**config.mk**
```make
export PLATFORM = sky130hd
export DESIGN_NAME = ls013_line_tx_flat
export DESIGN_NICKNAME = d
export VERILOG_FILES = /design/src/rtl/ls013_line_tx_pkg.sv /design/src/rtl/ls013_line_tx_if.sv /design/src/rtl/ls013_line_tx_sclk_gen.sv /design/src/rtl/ls013_line_tx.sv /design/src/flat_wrapper.sv
export SDC_FILE = /design/constraint.sdc
export NUM_CORES = 1
export LEC_CHECK = 0
export BUFFER_PORTS_ARGS = -buffer_cell sky130_fd_sc_hd__clkbuf_2
export CAP_MARGIN = 5
export CORE_MARGIN = 5
export CORE_UTILIZATION = 35
export DETAILED_ROUTE_END_ITERATION = 10
export GPL_ROUTABILITY_DRIVEN = 0
export PLACE_DENSITY = 0.59
export SYNTH_ARGS = -nofsm -noshare
export SYNTH_HDL_FRONTEND = slang
export SYNTH_HIERARCHICAL = 1
export SYNTH_SLANG_ARGS = --single-unit
```
**constraint.sdc**
```tcl
create_clock -name clk_12mhz -period 6.2 [get_ports clk_12mhz]
set_clock_uncertainty 0.1 [all_clocks]
set_input_delay 1.24 -clock clk_12mhz [delete_from_list [all_inputs] [get_ports clk_12mhz]]
set_output_delay 1.24 -clock clk_12mhz [all_outputs]
set_load 0.1 [all_outputs]
```
**src/rtl/ls013_line_tx_pkg.sv**
```systemverilog
// Shared constants, state encoding and frame helpers for the LS013B7DH01 line transmitter.
package ls013_pkg;

  localparam int LINE_BITS    = 144;
  localparam int NUM_LINES    = 168;
  localparam int FRAME_BITS   = 176;
  localparam int TRAILER_BITS = 16;

  localparam int MODE_M0 = 0;
  localparam int MODE_M1 = 1;
  localparam int MODE_M2 = 2;

  localparam logic [7:0] MODE_WRITE = 8'h01;

  typedef enum logic [1:0] {
    IDLE,
    SETUP,
    SHIFT,
    HOLD
  } tx_state_t;

  function automatic logic [7:0] mode_byte(input logic m1);
    logic [7:0] m;
    m          = MODE_WRITE;
    m[MODE_M1] = m1;
    m[MODE_M2] = 1'b0;
    return m;
  endfunction

  function automatic logic addr_valid(input logic [7:0] addr);
    return (addr != 8'd0) && (addr <= 8'(NUM_LINES));
  endfunction

endpackage

```
**src/rtl/ls013_line_tx_if.sv**
```systemverilog
// Upstream request/status bundle between the frame-buffer reader and ls013_line_tx.
interface ls013_line_tx_if;
  import ls013_pkg::*;

  logic                 start;
  logic [7:0]           line_addr;
  logic [LINE_BITS-1:0] line_data;
  logic                 vcom;
  logic                 busy;
  logic                 done;
  logic                 err;

  modport master (
    output start, line_addr, line_data, vcom,
    input  busy, done, err
  );

  modport slave (
    input  start, line_addr, line_data, vcom,
    output busy, done, err
  );

endinterface

```
**src/rtl/ls013_line_tx_sclk_gen.sv**
```systemverilog
// SCLK divider: low for the first half of each bit period, high for the second half,
// with strobes marking the edge at which lcd_sclk rises or falls.
module ls013_sclk_gen #(
  parameter int SCLK_DIV = 12
) (
  input  logic clk_12mhz,
  input  logic rst_n,
  input  logic en,
  output logic sclk,
  output logic rise,
  output logic fall
);

  localparam int           W    = $clog2(SCLK_DIV);
  localparam logic [W-1:0] LAST = W'(SCLK_DIV - 1);
  localparam logic [W-1:0] HALF = W'(SCLK_DIV / 2);

  logic [W-1:0] div_cnt;
  logic [W-1:0] div_nxt;

  always_comb begin
    div_nxt = (div_cnt == LAST) ? '0 : div_cnt + 1'b1;
    rise    = en && (div_cnt == HALF - 1'b1);
    fall    = en && (div_cnt == LAST);
  end

  // sclk is decoded from the next count so it is a clean flop output aligned with div_cnt
  always_ff @(posedge clk_12mhz or negedge rst_n) begin
    if (!rst_n) begin
      div_cnt <= '0;
      sclk    <= 1'b0;
    end else if (!en) begin
      div_cnt <= '0;
      sclk    <= 1'b0;
    end else begin
      div_cnt <= div_nxt;
      sclk    <= (div_nxt >= HALF);
    end
  end

endmodule

```
**src/rtl/ls013_line_tx.sv**
```systemverilog
// LS013B7DH01 single-line write transmitter: mode byte, address, 144 pixels, 16-bit trailer.
// Define LS013_VCOM_TOGGLE_EN to source M1 from an internal flop that inverts after every frame.
module ls013_line_tx
  import ls013_pkg::*;
#(
  parameter int SCLK_DIV = 12,
  parameter int CS_SETUP = 72,
  parameter int CS_HOLD  = 24
) (
  input  logic              clk_12mhz,
  input  logic              rst_n,
  ls013_line_tx_if.slave    bus,
  output logic              lcd_scs,
  output logic              lcd_sclk,
  output logic              lcd_si
);

  localparam int                CNT_W      = 16;
  localparam logic [CNT_W-1:0]  SETUP_LOAD = CNT_W'(CS_SETUP - 1);
  localparam logic [CNT_W-1:0]  HOLD_LOAD  = CNT_W'(CS_HOLD - 1);

  tx_state_t             state;
  logic [FRAME_BITS-1:0] sr;
  logic [7:0]            bit_cnt;
  logic [CNT_W-1:0]      cnt;
  logic                  m1;
  logic                  addr_ok;
  logic [FRAME_BITS-1:0] frame_next;
  logic                  sclk_en;
  logic                  sclk_rise;
  logic                  sclk_fall;

`ifdef LS013_VCOM_TOGGLE_EN
  logic vcom_q;
`endif

  always_comb begin
`ifdef LS013_VCOM_TOGGLE_EN
    m1 = vcom_q;
`else
    m1 = bus.vcom;
`endif
    addr_ok    = addr_valid(bus.line_addr);
    frame_next = {{TRAILER_BITS{1'b0}}, bus.line_data, bus.line_addr, mode_byte(m1)};
    sclk_en    = (state == SHIFT);
  end

  ls013_sclk_gen #(
    .SCLK_DIV (SCLK_DIV)
  ) u_sclk_gen (
    .clk_12mhz (clk_12mhz),
    .rst_n     (rst_n),
    .en        (sclk_en),
    .sclk      (lcd_sclk),
    .rise      (sclk_rise),
    .fall      (sclk_fall)
  );

  // The shift register's LSB is the SI pin, so clearing it at the end of SHIFT parks SI low
  assign lcd_si = sr[0];

  always_ff @(posedge clk_12mhz or negedge rst_n) begin
    if (!rst_n) begin
      state    <= IDLE;
      sr       <= '0;
      bit_cnt  <= '0;
      cnt      <= '0;
      lcd_scs  <= 1'b0;
      bus.busy <= 1'b0;
      bus.done <= 1'b0;
      bus.err  <= 1'b0;
`ifdef LS013_VCOM_TOGGLE_EN
      vcom_q   <= 1'b0;
`endif
    end else begin
      bus.done <= 1'b0;
      bus.err  <= 1'b0;
      case (state)
        IDLE: begin
          // busy is still high in the done cycle, which keeps a start there from being accepted
          bus.busy <= 1'b0;
          if (bus.start && !bus.busy) begin
            if (addr_ok) begin
              sr       <= frame_next;
              bit_cnt  <= '0;
              cnt      <= SETUP_LOAD;
              lcd_scs  <= 1'b1;
              bus.busy <= 1'b1;
              state    <= SETUP;
            end else begin
              bus.err  <= 1'b1;
            end
          end
        end
        SETUP: begin
          if (cnt == '0) begin
            state <= SHIFT;
          end else begin
            cnt <= cnt - 1'b1;
          end
        end
        SHIFT: begin
          if (sclk_rise) begin
            bit_cnt <= bit_cnt + 1'b1;
          end
          if (sclk_fall) begin
            if (bit_cnt == 8'(FRAME_BITS)) begin
              sr    <= '0;
              cnt   <= HOLD_LOAD;
              state <= HOLD;
            end else begin
              sr <= sr >> 1;
            end
          end
        end
        HOLD: begin
          if (cnt == '0) begin
            lcd_scs  <= 1'b0;
            bus.done <= 1'b1;
            state    <= IDLE;
`ifdef LS013_VCOM_TOGGLE_EN
            vcom_q   <= ~vcom_q;
`endif
          end else begin
            cnt <= cnt - 1'b1;
          end
        end
        default: state <= IDLE;
      endcase
    end
  end

endmodule

```
**src/flat_wrapper.sv**
```systemverilog
// flat-port wrapper written by rule: the top's interface ports become plain ports
module ls013_line_tx_flat import ls013_pkg::*;
#(
  parameter int SCLK_DIV = 12,
  parameter int CS_SETUP = 72,
  parameter int CS_HOLD  = 24
)
  (clk_12mhz, rst_n, lcd_scs, lcd_sclk, lcd_si, bus_start, bus_line_addr, bus_line_data, bus_vcom, bus_busy, bus_done, bus_err);
  ls013_line_tx_if bus_i ();
  input  logic clk_12mhz;
  input  logic rst_n;
  output logic lcd_scs;
  output logic lcd_sclk;
  output logic lcd_si;
  input wire logic [$bits(bus_i.start)-1:0] bus_start;
  input wire logic [$bits(bus_i.line_addr)-1:0] bus_line_addr;
  input wire logic [$bits(bus_i.line_data)-1:0] bus_line_data;
  input wire logic [$bits(bus_i.vcom)-1:0] bus_vcom;
  output wire logic [$bits(bus_i.busy)-1:0] bus_busy;
  output wire logic [$bits(bus_i.done)-1:0] bus_done;
  output wire logic [$bits(bus_i.err)-1:0] bus_err;
  assign bus_i.start = bus_start;
  assign bus_i.line_addr = bus_line_addr;
  assign bus_i.line_data = bus_line_data;
  assign bus_i.vcom = bus_vcom;
  assign bus_busy = bus_i.busy;
  assign bus_done = bus_i.done;
  assign bus_err = bus_i.err;
  ls013_line_tx #(.SCLK_DIV(SCLK_DIV), .CS_SETUP(CS_SETUP), .CS_HOLD(CS_HOLD)) u_core (.clk_12mhz(clk_12mhz), .rst_n(rst_n), .bus(bus_i), .lcd_scs(lcd_scs), .lcd_sclk(lcd_sclk), .lcd_si(lcd_si));
endmodule
```
==> impl_metrics.toml, run 1 <==
[outcome]
status = "complete, no violations"

[critical_path]
cp.arrival_ns = 3.59
path_class = "in -> reg"
slowest_stage = "buf_4"
cp.required_ns = 6.41
r2r_cells = 7
slowest_delay_ns = 0.63
path_cells = "clkbuf_2 > nor3_1 > nor4_1 > o41a_1 > buf_4 > nor2_4 > buf_4 > mux2_2"
cp-start-kind = "input pin"
r2r_start = "u_core/state[0]$_DFFE_PN0P_"
endpoint_kind = "flip-flop"
critical_path.endpoint = "u_core/sr[38]$_DFFE_PN0P_"
cpMostUsedCell = "buf_4"
timing.reg2reg.setup_slack_ns = 2.94
critPathLaunch = "bus_line_addr[2]"
r2r_end = "u_core/sr[55]$_DFFE_PN0P_"
critPathMaxFanout = 60

[timing]
slew_violations = 0
slew_headroom = 0.3076
setup_viol = 0
finalSetupTns_ns = 0
worst_pin_slew_ns = 1.039
finalCriticalPeriod_ns = 3.375
finalCritPeriodShare = 0.5443
hold-worst-slack_ns = 0.4029
rsz0062_at_grt = "false"
fmax_mhz = 296.3
finalHoldViolCount = 0

[detailed_routing]
routed_wl_um = 23210
viasPerCell = 5.360
ant_nets = 0
first_pass_iters = 4
drt_iter0_drc = 496
drt-wirelength-per-cell_um = 17.43
drc = 0
vias = 7134

[floorplanning]
die_w_um = 177.5
fp.dieH_um = 177.5
initial_core_util = 0.3543
dieArea_um2 = 31490
core_um2 = 27710
io_pins = 162
rows = 61

[clock_tree]
insertion_delay_ns = 0.43
cts_buffers = 17
cts_max_level = 4
cts_setup_buffers = 0
cts_hold_buf = 0
cts_tree = "done"
path_clk_slew_ns = 0.07
post_cts_resized = 0
ctsLongestPathBuffers = 2
cts_root_buffer = "clkbuf_16"
clock-sinks = 195

[yosys]
synth_flop_cell = "dfrtp_1"
syn_area_per_cell_um2 = 12.07
synth_area_um2 = 9816
ys_ff_latch = 195
ys_types = 64
ys_seq_area_frac = 0.4971
syn-instance-count = 813
async_reset_ff_frac = 1.000
synth-edff-count = 0
syn-num-nets = 979
ys_warn_count = 6

[finish]
syn2layout_area_growth_pct = 18.01
fin_util = 0.4181
fill_cells = 2718
nets = 1106
final_cell_count_no_fill = 1331
drive_gt1_frac = 0.3935
n_antenna_cell = 0

[placement]
detailedPlacementHpwl_um = 14960
portBuffers = 161
placedCellCount = 1299

[power_and_ir_drop]
pwr_density_cell_nw_per_um2 = 542.4
power_mw = 6.282
p_leak_nw = 5.116
vdd_drop_max_uv = 437.3

[grt]
grt_usage = 0.1451
grt-ovfl-total = 0
grt_pass1_vias = 7150
grt_pass1_wl_um = 37610
grt_max_degree = 128
antenna_found_initial = 1

[flow_run]
maxCapViolations = 0

[hold_path]
hp-class = "reg -> reg"
min_from = "u_core/cnt[14]$_DFFE_PN0P_"
-- cell usage after synthesis (all sizes together) (7+ instances only) --
library cell,number,area (um^2)
nor3,15,85.08
a21oi,24,127.6
dfrtp,195,4880
ha,10,125.1
o21ai,19,95.09
o31ai,16,120.1
nand2,26,97.59
buf,21,110.1
nand3,9,45.04
nor2,17,66.32
clkbuf,42,157.7
a22o,152,1331
mux2,153,1723
inv,15,56.30
nor4,8,56.30
or4,12,97.59
or3,7,43.79
-- area by class of cell --
| type | count | area, um^2 | area share |
|---|---|---|---|
| Clock inverter | 15 | 212.7 | 0.01836 |
| Clock buffer | 17 | 425.4 | 0.03673 |
| Multi-Input combinational cell | 540 | 4619 | 0.3988 |
| Inverter | 15 | 58.81 | 0.005077 |
| Timing Repair Buffer | 171 | 914.6 | 0.07896 |
| Sequential cell | 195 | 4880 | 0.4213 |
| Tap cell | 378 | 473.0 | 0.04083 |
-- cells in the final DEF (no fill, tap or decap), types with 3 or more instances in the layout --
cell         n
nand4b_1     4
nor2_1      16
buf_4        8
clkinv_4     3
clkinv_8     6
nor3_1      13
a211oi_1     4
nand2_1     26
clkbuf_2   160
clkbuf_16   17
ha_1        10
nor2b_1      3
nand2b_1     6
a21oi_1     22
inv_8        3
o31ai_1     16
o21ai_0     17
mux2_2     153
mux2i_1      5
nor4_1       7
a22o_1     152
and2_1       3
or4_1       10
nand3_1      9
dfrtp_1    195
o21a_1       4
a221o_1      4
or2_2        4
or3_1        7
inv_1       14
-- worst min path at each step --
stage	depth (start not counted)	to	slack, ns
finish	1	u_core/cnt[14]$_DFFE_PN0P_	0.40
global route	1	u_core/sr[24]$_DFFE_PN0P_	0.42
CTS	1	u_core/cnt[14]$_DFFE_PN0P_	0.41
detailed placement	1	u_core/cnt[14]$_DFFE_PN0P_	0.40
global placement	1	u_core/cnt[14]$_DFFE_PN0P_	0.38
floorplan	1	u_core/cnt[14]$_DFFE_PN0P_	0.36
-- registers in the layout (all words and copies together), names as in the netlist --
signal                     cells
u_core/bus.done                1
u_core/bit_cnt                 8
u_core/state                   2
u_core/lcd_scs                 1
u_core/bus.busy                1
u_core/u_sclk_gen/sclk         1
u_core/sr                    160
u_core/bus.err                 1
u_core/u_sclk_gen/div_cnt      4
u_core/cnt                    16
-- metal layers --
layer	routed length, um	global-route usage
met5	11	0
met4	232	0.03706
met3	1226	0.03068
met2	10570	0.2246
met1	11160	0.2078
-- worst max-delay path: cells and delay by family --
family	cells	cell delay (ns)
buf+inv	3	0.93
simple gates	3	0.53
compound gates	1	0.41
mux	1	0.41
-- report_power, final --
part	internal, mW	switching (mW)
Clock	0.593	0.583
Combinational	1.51	1.43
Sequential	1.86	0.313
Total	3.96	2.32
-- through the flow --
step                setup slack, ns  area, um^2
CTS                           2.843       11580
global route                  2.673       11580
floorplan                     2.978        9816
finish                        2.825       11580
global placement              2.381       10950
detailed placement            2.393       10950
-- logic make-up (layout without fill, tap and decap cells) --
| family | after synthesis | after routing | synth area share |
|---|---|---|---|
| compound gates | 242 | 242 | 0.1999 |
| flops | 195 | 195 | 0.4971 |
| mux | 158 | 158 | 0.1806 |
| simple gates | 130 | 130 | 0.07661 |
| buf+inv | 78 | 218 | 0.03301 |
| fa+ha+maj | 10 | 10 | 0.01275 |
Note: power is estimated with default switching activity, not from simulation.
==> run 2: changes to the inputs <==
Settings changed: PLACE_DENSITY 0.59 to 0.61.
Clock period 6.2 ns to 3.1 ns, I/O delays scaled along.
==> run 2 against run 1 <==
Wire length rose by 0.78%. Design area rose by 2.1%. First-iteration DRC count rose by 9.3%. Combinational power rose by 120%. Setup slack got worse by 2.5 ns. Critical path type is now reg -> reg. Critical endpoint is now u_core/cnt[9]$_DFFE_PN0P_. Largest cell class unchanged. Highest routed layer is now met4.
==> impl_metrics.toml, run 2 (synthesis gave the netlist of run 1 again) <==
[finish]
nets = 1127
largest_register_ffs = 160
final_cell_count_no_fill = 1352
syn2layout_area_growth_pct = 20.46
largest-register = "u_core/sr"
layout_commonest_cell = "dfrtp_1"
layout_common_cells = "dfrtp_1 (195), clkbuf_2 (160), mux2_2 (153)"
final_cell_area_um2 = 11820
fin_util = 0.4268
drive_gt1_frac = 0.4076
n_antenna_cell = 0
top_regs = "u_core/sr (160), u_core/cnt (16), u_core/bit_cnt (8)"

[floorplanning]
rows = 61
dieArea_um2 = 31490
die_w_um = 177.5
initial_core_util = 0.3543
io_pins = 162
fp.dieH_um = 177.5
core_um2 = 27710

[detailed_routing]
drc = 0
drt-wirelength-per-cell_um = 17.30
ant_nets = 0
drt_iter0_drc = 542
viasPerCell = 5.282
routed_wl_um = 23390
first_pass_iters = 4
vias = 7141

[placement]
detailedPlacementHpwl_um = 15770
placedCellCount = 1320
place_ws_ns = 0.2490
portBuffers = 161
placed_area_um2 = 11220

[clock_tree]
insertion_delay_ns = 0.44
cts_buffers = 17
clock-sinks = 195
cts_root_buffer = "clkbuf_16"
cts_hold_buf = 0
cts_tree = "done"
cts_max_level = 4
ctsLongestPathBuffers = 2
path_clk_slew_ns = 0.08

[flow_run]
maxCapViolations = 0

[critical_path]
cp.arrival_ns = 2.97
path_cells = "inv_2 > ha_1 > and2_1 > inv_1 > o41ai_2 > buf_4 > nand2_1 > nor3_2 > nor4_1"
cp.required_ns = 3.29
slowest_delay_ns = 0.57
cp-start-kind = "flip-flop"
endpoint_kind = "flip-flop"
slowest_stage = "nor3_2"
critPathMaxFanout = 8
path_class = "reg -> reg"

[grt]
grt_usage = 0.1463
grt-ovfl-total = 0
grt_pass1_wl_um = 37450
met2_usage = 0.2287
grt_max_degree = 77
grtUsageMet3 = 0.03089
grt_pass1_vias = 7182
antenna_found_initial = 0
grtUsageMet1 = 0.2054
gr-max-usage-layer = "met2"

[outcome]
status = "complete, no violations"

[timing]
rsz0062_at_grt = "false"
finalCritPeriodShare = 0.8969
finalSetupTns_ns = 0
setup_viol = 0
finalCriticalPeriod_ns = 2.780
hold-worst-slack_ns = 0.1036
slew_violations = 0
slew_headroom = 0.5673
final.setup.worst_slack_ns = 0.3196
finalHoldViolCount = 0
fmax_mhz = 359.7
worst_pin_slew_ns = 0.6491

[power_and_ir_drop]
p_leak_nw = 5.244
power_mw = 12.93
pwr_density_cell_nw_per_um2 = 1094
vdd_drop_max_uv = 535.4

[hold_path]
hp-class = "in -> async"
-- run 2: cell types whose count changed in the layout (fill, tap and decap cells not counted), sizes merged --
cell,previous run,this run
inv,20,22
buf,10,31
clkinv,9,7
-- run 2: final timing paths --
path,start,end,slack (ns),cells past startpoint
setup / recovery,u_core/state[0]$_DFFE_PN0P_,u_core/cnt[9]$_DFFE_PN0P_,0.32,9
hold / removal,rst_n,u_core/cnt[5]$_DFFE_PN0P_,0.10,1
setup reg to reg,u_core/state[0]$_DFFE_PN0P_,u_core/cnt[9]$_DFFE_PN0P_,0.32,9
hold reg to reg,u_core/cnt[14]$_DFFE_PN0P_,u_core/cnt[14]$_DFFE_PN0P_,0.40,1
max in group asynchronous,rst_n,u_core/sr[136]$_DFFE_PN0P_,2.00,2
min in group clk_12mhz,u_core/cnt[14]$_DFFE_PN0P_,u_core/cnt[14]$_DFFE_PN0P_,0.40,1
-- run 2: worst max-delay path, delay by kind of cell, from the launching register on --
kind | cells | cell delay [ns]
AND/OR/NAND/NOR | 4 | 1.01
flip-flops | 1 | 0.48
buffers and inverters | 3 | 0.42
AO/OA/AOI/OAI | 1 | 0.39
adder cells (fa/ha/maj) | 1 | 0.23
-- run 2: repair_timing --
| action | CTS | global route |
|---|---|---|
| setup endpoints to repair | 0 | 2 |
| gates resized for setup | 0 | 1 |
| setup buffers | 0 | 0 |
-- run 2: routing by layer --
layer	vias to the layer above	wire [um]
met1	3572	11320
met5	-	0
met4	0	306
met2	140	10640
met3	17	1115
li1	3412	-
-- run 2: cell type report --
cell class | instances | area (um^2)
fill | 2641 | 15880
sequential | 195 | 4880
multi-input combinational | 540 | 4619
timing repair buffer | 192 | 1185
tap | 378 | 473.0
clock buffer | 17 | 425.4
clock inverter | 15 | 182.7
inverter | 15 | 58.81
-- run 2: where the power goes --
group          total (mW)  internal, mW  switching, mW  leakage, nW
Clock                2.28          1.16           1.11        0.297
Combinational        6.30          3.36           2.93         2.55
Sequential           4.35          3.73          0.628         2.39
